`config.mk`:
```
export PLATFORM = sky130hd
export DESIGN_NAME = ex_muldiv_seq
export DESIGN_NICKNAME = d
export VERILOG_FILES = /design/src/rtl/ex_muldiv_seq.sv
export SDC_FILE = /design/constraint.sdc
export NUM_CORES = 2
export LEC_CHECK = 0
export ABC_AREA = 1
export CORE_MARGIN = 2
export CORE_UTILIZATION = 35
export DETAILED_ROUTE_END_ITERATION = 10
export HOLD_SLACK_MARGIN = 0.03
export PLACE_DENSITY = 0.51
export SLEW_MARGIN = 5
export SYNTH_ARGS = -nofsm -noshare
export SYNTH_HDL_FRONTEND = slang
export SYNTH_SLANG_ARGS = --single-unit
```
`constraint.sdc`:
```
create_clock -name clk -period 4.4 [get_ports clk]
set_input_delay 0.44 -clock clk [delete_from_list [all_inputs] [get_ports clk]]
set_output_delay 0.44 -clock clk [all_outputs]
set_load 0.01 [all_outputs]
```
`src/rtl/ex_muldiv_seq.sv`:
```
// ex_muldiv_seq: multi-cycle RV64M multiply/divide sequencer beside the EX ALU.
// Captures operands on an accepted start, runs shift-add multiply or restoring
// divide one bit per cycle, and returns a registered result with a done strobe.
//
// Ports:
//   clk      - clock, rising edge
//   rst      - synchronous active-high reset
//   start    - issue request (sampled only in IDLE)
//   op       - funct3 of the M-extension op
//   word     - *W variant: 32-bit op, result sign-extended from bit 31
//   flush    - pipeline kill, aborts any operation (priority over start)
//   oprand1  - rs1 value (multiplicand / dividend)
//   oprand2  - rs2 value (multiplier / divisor)
//   result   - registered result, held until the next accepted operation
//   done     - one-cycle strobe, result valid
//   stall    - pipeline hold to EX
//
// state | meaning
// IDLE  | waiting for start; special divide cases resolved here
// CALC  | one multiply/divide bit per cycle, N = 64 or 32 iterations
// FIXUP | sign correction and result selection
// DONE  | done strobe for one cycle

module ex_muldiv_seq #(
    parameter int XLEN = 64
) (
    input  logic            clk,
    input  logic            rst,
    input  logic            start,
    input  logic [2:0]      op,
    input  logic            word,
    input  logic            flush,
    input  logic [XLEN-1:0] oprand1,
    input  logic [XLEN-1:0] oprand2,
    output logic [XLEN-1:0] result,
    output logic            done,
    output logic            stall
);

    typedef enum logic [1:0] {IDLE, CALC, FIXUP, DONE} state_t;

    state_t            state;
    logic [2:0]        op_q;
    logic              word_q;
    logic              res_neg;
    logic              rem_neg;
    logic [5:0]        cnt;
    logic [2*XLEN-1:0] acc;     // multiply: product; divide: {remainder, dividend/quotient}
    logic [2*XLEN-1:0] mcand;   // multiplicand, shifted left each iteration
    logic [XLEN-1:0]   mplier;  // multiplier (shifted right) or divisor

    // Issue-time operand preparation
    logic              is_div, sgn1, sgn2, neg1, neg2;
    logic [XLEN-1:0]   ext1, ext2, dvd_sx, mag1, mag2;
    logic              div_zero, div_ovf;
    logic [XLEN-1:0]   special_val;

    always_comb begin
        is_div   = op[2];
        sgn1     = is_div ? ~op[0] : (op[1:0] != 2'b11);
        sgn2     = is_div ? ~op[0] : ~op[1];
        ext1     = word ? {{32{sgn1 & oprand1[31]}}, oprand1[31:0]} : oprand1;
        ext2     = word ? {{32{sgn2 & oprand2[31]}}, oprand2[31:0]} : oprand2;
        dvd_sx   = word ? {{32{oprand1[31]}}, oprand1[31:0]} : oprand1;
        neg1     = sgn1 & ext1[XLEN-1];
        neg2     = sgn2 & ext2[XLEN-1];
        mag1     = neg1 ? (XLEN'(0) - ext1) : ext1;
        mag2     = neg2 ? (XLEN'(0) - ext2) : ext2;
        div_zero = is_div & (ext2 == '0);
        div_ovf  = is_div & ~op[0] & (ext2 == '1) &
                   (word ? (ext1 == {{33{1'b1}}, 31'b0}) : (ext1 == {1'b1, 63'b0}));
        // Divide by zero: quotient all ones, remainder = dividend.
        // Overflow: quotient = dividend, remainder = 0.
        if (div_zero)
            special_val = op[1] ? dvd_sx : '1;
        else
            special_val = op[1] ? '0 : ext1;
    end

    // One iteration of multiply or restoring divide
    logic [2*XLEN-1:0] mul_next;
    logic [XLEN:0]     rem_sh, diff;
    logic              q_bit;
    logic [2*XLEN-1:0] div_next;

    always_comb begin
        mul_next = acc + (mplier[0] ? mcand : '0);
        rem_sh   = {acc[2*XLEN-1:XLEN], acc[XLEN-1]};
        diff     = rem_sh - {1'b0, mplier};
        q_bit    = ~diff[XLEN];
        div_next = {(q_bit ? diff[XLEN-1:0] : rem_sh[XLEN-1:0]), acc[XLEN-2:0], q_bit};
    end

    // Final sign fix and selection
    logic [2*XLEN-1:0] prod;
    logic [XLEN-1:0]   quo, rem, sel, fin;

    always_comb begin
        prod = res_neg ? ((2*XLEN)'(0) - acc) : acc;
        quo  = res_neg ? (XLEN'(0) - acc[XLEN-1:0]) : acc[XLEN-1:0];
        rem  = rem_neg ? (XLEN'(0) - acc[2*XLEN-1:XLEN]) : acc[2*XLEN-1:XLEN];
        if (op_q[2])
            sel = op_q[1] ? rem : quo;
        else if (op_q[1:0] == 2'b00 || word_q)
            sel = prod[XLEN-1:0];
        else
            sel = prod[2*XLEN-1:XLEN];
        fin = word_q ? {{32{sel[31]}}, sel[31:0]} : sel;
    end

    assign stall = ((state == IDLE) & start & ~flush) | (state == CALC) | (state == FIXUP);

    always_ff @(posedge clk) begin
        if (rst) begin
            state   <= IDLE;
            op_q    <= '0;
            word_q  <= 1'b0;
            res_neg <= 1'b0;
            rem_neg <= 1'b0;
            cnt     <= '0;
            acc     <= '0;
            mcand   <= '0;
            mplier  <= '0;
            result  <= '0;
            done    <= 1'b0;
        end else if (flush) begin
            state <= IDLE;
            done  <= 1'b0;
        end else begin
            case (state)
                IDLE: begin
                    done <= 1'b0;
                    if (start) begin
                        op_q    <= op;
                        word_q  <= word;
                        res_neg <= neg1 ^ neg2;
                        rem_neg <= neg1;
                        cnt     <= '0;
                        mplier  <= mag2;
                        mcand   <= {{XLEN{1'b0}}, mag1};
                        // Word divide left-aligns the 32-bit dividend so the
                        // shift loop consumes its MSB first.
                        acc     <= is_div ? {{XLEN{1'b0}}, (word ? {mag1[31:0], 32'b0} : mag1)} : '0;
                        if (div_zero || div_ovf) begin
                            result <= special_val;
                            done   <= 1'b1;
                            state  <= DONE;
                        end else begin
                            state <= CALC;
                        end
                    end
                end
                CALC: begin
                    if (op_q[2]) begin
                        acc <= div_next;
                    end else begin
                        acc    <= mul_next;
                        mcand  <= {mcand[2*XLEN-2:0], 1'b0};
                        mplier <= {1'b0, mplier[XLEN-1:1]};
                    end
                    cnt <= cnt + 6'd1;
                    if (cnt == (word_q ? 6'd31 : 6'd63))
                        state <= FIXUP;
                end
                FIXUP: begin
                    result <= fin;
                    done   <= 1'b1;
                    state  <= DONE;
                end
                DONE: begin
                    done  <= 1'b0;
                    state <= IDLE;
                end
                default: begin
                    done  <= 1'b0;
                    state <= IDLE;
                end
            endcase
        end
    end

endmodule
```
* After elaboration in Yosys (flattened, before gate mapping)
Cells that the tools add are included.
Cells by class: multiplexer cells 44, equal/unequal tests 12, reductions and logical operators 14, bitwise gates (word level) 17, add/subtract/negate cells 8
Operators with widths (number):
- 2-to-1 mux 64 bit | 21
- 2-to-1 mux 128 bit | 6
- case mux 128 bit (2 select lines) | 2
- case mux 64 bit (2 select lines) | 2
- subtractor 1 x 64 -> 64 bit, first input constant | 4
- == test 64 bit, second input constant | 3
- adder 128 bit | 1
- subtractor 1 x 128 -> 128 bit, first input constant | 1
- subtractor 65 x 64 -> 65 bit | 1
- logical NOT 64 bit | 1
- 2-to-1 mux 6 bit | 2
- case mux 6 bit (2 select lines) | 1
- bitwise AND 1 bit | 10
- case mux 2 bit (4 select lines) | 1
- AND reduction 4 bit | 2
- adder 6 x 1 -> 6 bit, second input constant | 1
- == test 6 bit | 1
- 2-to-1 mux 2 bit | 3
- inequality test 2 bit, second input constant | 3
- AND reduction 3 bit | 2
- 2-to-1 mux 1 bit | 5
- == test 2 bit, second input constant | 2
- logical NOT 2 bit | 2
- inequality test 2 x 1 -> 1 bit, second input constant | 2
- 10 further kinds | 16
Word-level totals: word-level logic and storage cells 106, input port bits 136, flip-flop bits (word level) 399, output and inout port bits 66

* Depth between registers and ports, before layout
word-level depth 11, mapped depth 24, depth with buffers taken out 22

* Worst setup path after synthesis
No wires, ideal clock.
path type flip-flop to flip-flop, start point register acc[63], end point register acc[80], library setup time 0.132 ns, required time 4.268 ns, stages on the path, launching flop included 20, arrival time 2.616 ns, path slack 1.652 ns, clock period less this slack 2.748 ns, cell sequence dfxtp_1 -> inv_1 -> ha_1 -> inv_1 -> fa_1 -> nand3_1 -> nand3_1 -> nand2_1 -> nand2_1 -> nand2_1 -> nand2_1 -> nand2_1 -> nand2_1 -> nand2_1 -> nand3_1 -> nand2_1 -> clkbuf_1 -> nand3_1 -> nand4_1 -> a21oi_1
On the way: word-level cells in the longest chain between the ends 4, elaborated cells between the ends (all ways) 5, classes of those cells 2 x add/sub; 3 x mux
RTL lines:
- start, declared | RTL line 48 | logic [2*XLEN-1:0] acc;
- start signal, assigned | RTL line 143 | acc <= is_div ? {{XLEN{1'b0}}, (word ? {mag1[31:0], 32'b0} : mag1)} : '0;
- start signal, assigned | RTL line 155 | acc <= div_next;
- start signal, assigned | RTL line 157 | acc <= mul_next;
- subtractor 65 x 64 -> 65 bit | RTL line 89 | diff = rem_sh - {1'b0, mplier};
- 2-to-1 mux 64 bit | RTL line 91 | div_next = {(q_bit ? diff[XLEN-1:0] : rem_sh[XLEN-1:0]), acc[XLEN-2:0], q_bit};
- 2-to-1 mux 128 bit (*) | RTL line 154 | if (op_q[2]) begin
- case mux 128 bit (2 select lines) (*) | RTL line 130 | case (state)
Every way passes the cells marked *; elsewhere a longest branch is shown, timed or not. A chain may end at the register's enable or synchronous reset.

* Final worst setup path
start point register mplier[0], end point register acc[116]
On the way: word-level cells in the longest chain between the ends 4, elaborated cells between the ends (all ways) 6, classes of those cells 2 x add/sub; 4 x mux
RTL lines:
- start, declared | RTL line 50 | logic [XLEN-1:0] mplier;
- start signal, assigned | RTL line 139 | mplier <= mag2;
- start signal, assigned | RTL line 159 | mplier <= {1'b0, mplier[XLEN-1:1]};
- 2-to-1 mux 128 bit or subtractor 65 x 64 -> 65 bit (tied branches) | RTL line 87, 89
- adder 128 bit or 2-to-1 mux 64 bit (tied branches) | RTL line 87, 91
- 2-to-1 mux 128 bit (*) | RTL line 154
- case mux 128 bit (2 select lines) (*) | RTL line 130
Marked as above.

==> run summary <==
DRC: 0
Remaining Overflow, GRT: 0
Cell Pwr Density: 251.3 nW/um2
DP Wirelength: 289300 um
RePlAce Congestion: 1.122
P_leak: 30.84 nW
RSZ-0062 raised after global routing: false
Slew HR: 0.2401
Commonest cells in the netlist: 3513 x nand2_1, 1538 x inv_1, 1109 x nor2_1, 850 x nand3_1, 836 x a21oi_1
Critical Path Start Type: flip-flop
First-pass GRT wire length: 476900 um
DR WL/cell: 28.17 um
Reg2Reg Setup Slack: 20 ps
Layout area overhead: 14.36%
Top-count cell post-synth: nand2_1
Flops & latches, synth: 399
Total Power: 14.89 mW
Number of flops mapped to enable cells by yosys: 0
Largest net degree at the start of global routing: 157
Via count: 70410
Fin. Hold Viols: 0
Fmax: 228.1 MHz
Final #Nets: 10660
Synth Cell Area: 51820 um2
Max_cap viols: 0
CTS max path bufs: 3
Share of cells above drive strength 1: 0.04691
DR vias/cell: 5.724
Leading area contributor after synthesis: nand2_1
Worst R2R End: acc[116]
Syn Area/Cell: 5.122 um2
DRT Pass-1 Iters: 8
Setup_tns: 0 ps
Setup violations, final: 0
Cell Rows: 141
Ys flop type: dfxtp_1
Warnings from Yosys: 0
Top Ports: 202
Die area: 151200 um2
Starting DRT DRC Count: 9992
Sink Count: 399
WHS: 335.6 ps
Detail Route Antenna Nets: 0
CTS Hold Buffers Added: 0
Max Slew Vio Count: 0
H-tree depth: 2
Worst r2r src: mplier[0]
Skew-Pair Late Insertion Delay: 690 ps
Asr flop ratio synth: 0
Worst slew pin tran: 1128 ps
Netlist cell types: 52
Total track usage: 0.4385
Root buf cell: clkbuf_16
Reg2Reg Depth: 17
Req. time, crit path: 4920 ps
Capture point of the worst path: acc[116]
Seq/Total Area, Yosys: 0.1541
Initial Util: 0.3518
Critical Path Sink Type: flip-flop
CP Class: flip-flop to flip-flop
Antenna violations before repair: 22
Tcrit/Tclk final: 0.9966
Clock period minus worst slack: 4385 ps
Die Y: 388.8 um
Final WL: 346500 um
Clock transition at the registers of the reported paths: 60 ps
Status: completed
Top-area cell type share of the netlist area: 0.2544
Syn_nets: 10460
CTS tree: done
Hold WC Path Type: primary input to flip-flop
Core Util, Final: 0.4023
Synthesized instance count: 10120
Die Wd: 388.8 um
Worst Setup SP: mplier[0]
Top cells by area, synth: nand2_1 25%, dfxtp_1 15%, inv_1 11%
Critical Path Fanout Max: 28
Core region area: 147300 um2
Vias in the first global route: 64110
Clk_skew: 31.33 ps
Number of port buffers: 201
TritonCTS buffer count: 51
Worst EP arrival: 4900 ps
Worst vdd rail ir drop: 0.2950 mV
critical path: stages, from the launching register on:
cell	delay, ps
dfxtp_4	570
buf_12	240
nand2_1	70
inv_1	130
ha_1	250
nand2_1	90
nor2_1	270
nand2_1	160
nor2_1	510
nand2_1	360
nand3_1	300
nand2_1	90
nand3_1	250
nand2_1	290
nand3_1	170
nand3_1	170
nand3_1	160
a21oi_1	70
what timing repair did:
| action | CTS | global route |
|---|---|---|
| buffers inserted | 0 | 0 |
| endpoints found under the setup margin | 0 | 5 |
| resized for setup | 0 | 1 |
report_power, final:
group | internal [mW] | leakage [nW] | switching (mW)
Combinational | 1.63 | 26.7 | 4.54
Sequential | 3.82 | 3.25 | 0.299
Clock | 2.61 | 0.843 | 2.00
Total | 8.06 | 30.8 | 6.84
worst min-delay path by stage:
stage,startpoint,endpoint,depth (start not counted)
after CTS,rst,acc[65],2
after detailed placement,mplier[60],mplier[60],2
after global routing,rst,mplier[53],2
after global placement,mplier[43],mplier[43],2
after floorplan,mcand[127],mcand[127],2
final,rst,mplier[15],2
area by class of cell:
cell class,instances,area (um2)
Antenna cell,10,25.02
Timing Repair Buffer,530,4770
Fill cell,16980,88040
Clock buffer,71,1461
Inverter,1548,5819
Clock inverter,21,270.3
Sequential cell,399,8003
Tap cell,1930,2415
Multi-Input combinational cell,7791,36510
flip-flops by register name (all words and copies together), names as in the netlist:
signal / flops
op_q: 3
mplier: 64
word_q: 1
result: 64
cnt: 6
done: 1
res_neg: 1
acc: 128
mcand: 128
state: 2
rem_neg: 1
cell families after synthesis:
kind of cell / Yosys count / share of synthesized area
fa+ha+maj: 203 / 0.04930
mux: 1 / 0.0001932
compound gates: 1601 / 0.1652
simple gates: 5781 / 0.4538
xor+xnor: 205 / 0.03465
buf+inv: 1929 / 0.1427
flops: 399 / 0.1541
through the flow:
stage	instance area (um2)	std cells	worst slack [ps]
floorplan	51820	10120	1652
global placement	57510	12200	210.8
detailed placement	57510	12200	257.2
CTS	59240	12290	249.8
global route	59240	12290	3.987
finish	59270	12300	15.08
per-layer routing:
layer,part of all wire,up-vias,global-route usage
met5,0.00035,-,0
met4,0.080,20,0.2940
met3,0.11,877,0.1152
met2,0.41,4363,0.6489
met1,0.39,32760,0.5569
li1,-,32390,-
layout by cell type (no fill, tap or decap), types with 10 or more instances in the layout:
| master | Yosys | final |
|---|---|---|
| xnor2_1 | 42 | 42 |
| nand4_1 | 117 | 117 |
| diode_2 | 0 | 10 |
| o21ai_1 | 14 | 13 |
| a31oi_1 | 41 | 41 |
| nor4_1 | 20 | 20 |
| and2_1 | 14 | 14 |
| xor2_1 | 163 | 163 |
| inv_2 | 7 | 10 |
| buf_12 | 0 | 23 |
| or2_2 | 18 | 18 |
| a21oi_1 | 836 | 836 |
| o21ai_0 | 523 | 523 |
| nor3_1 | 81 | 81 |
| o221ai_1 | 13 | 13 |
| o211ai_1 | 80 | 80 |
| nand3_1 | 850 | 850 |
| nand2_1 | 3513 | 3511 |
| ha_1 | 201 | 199 |
| nand3b_1 | 35 | 35 |
| nor2_1 | 1109 | 1104 |
| inv_1 | 1538 | 1533 |
| dfxtp_1 | 399 | 393 |
| clkdlybuf4s50_1 | 0 | 199 |
| clkbuf_16 | 0 | 51 |
| o21bai_1 | 46 | 46 |
| buf_4 | 4 | 306 |
| clkbuf_8 | 0 | 11 |
No activity file was read; power rests on OpenSTA's default activity.
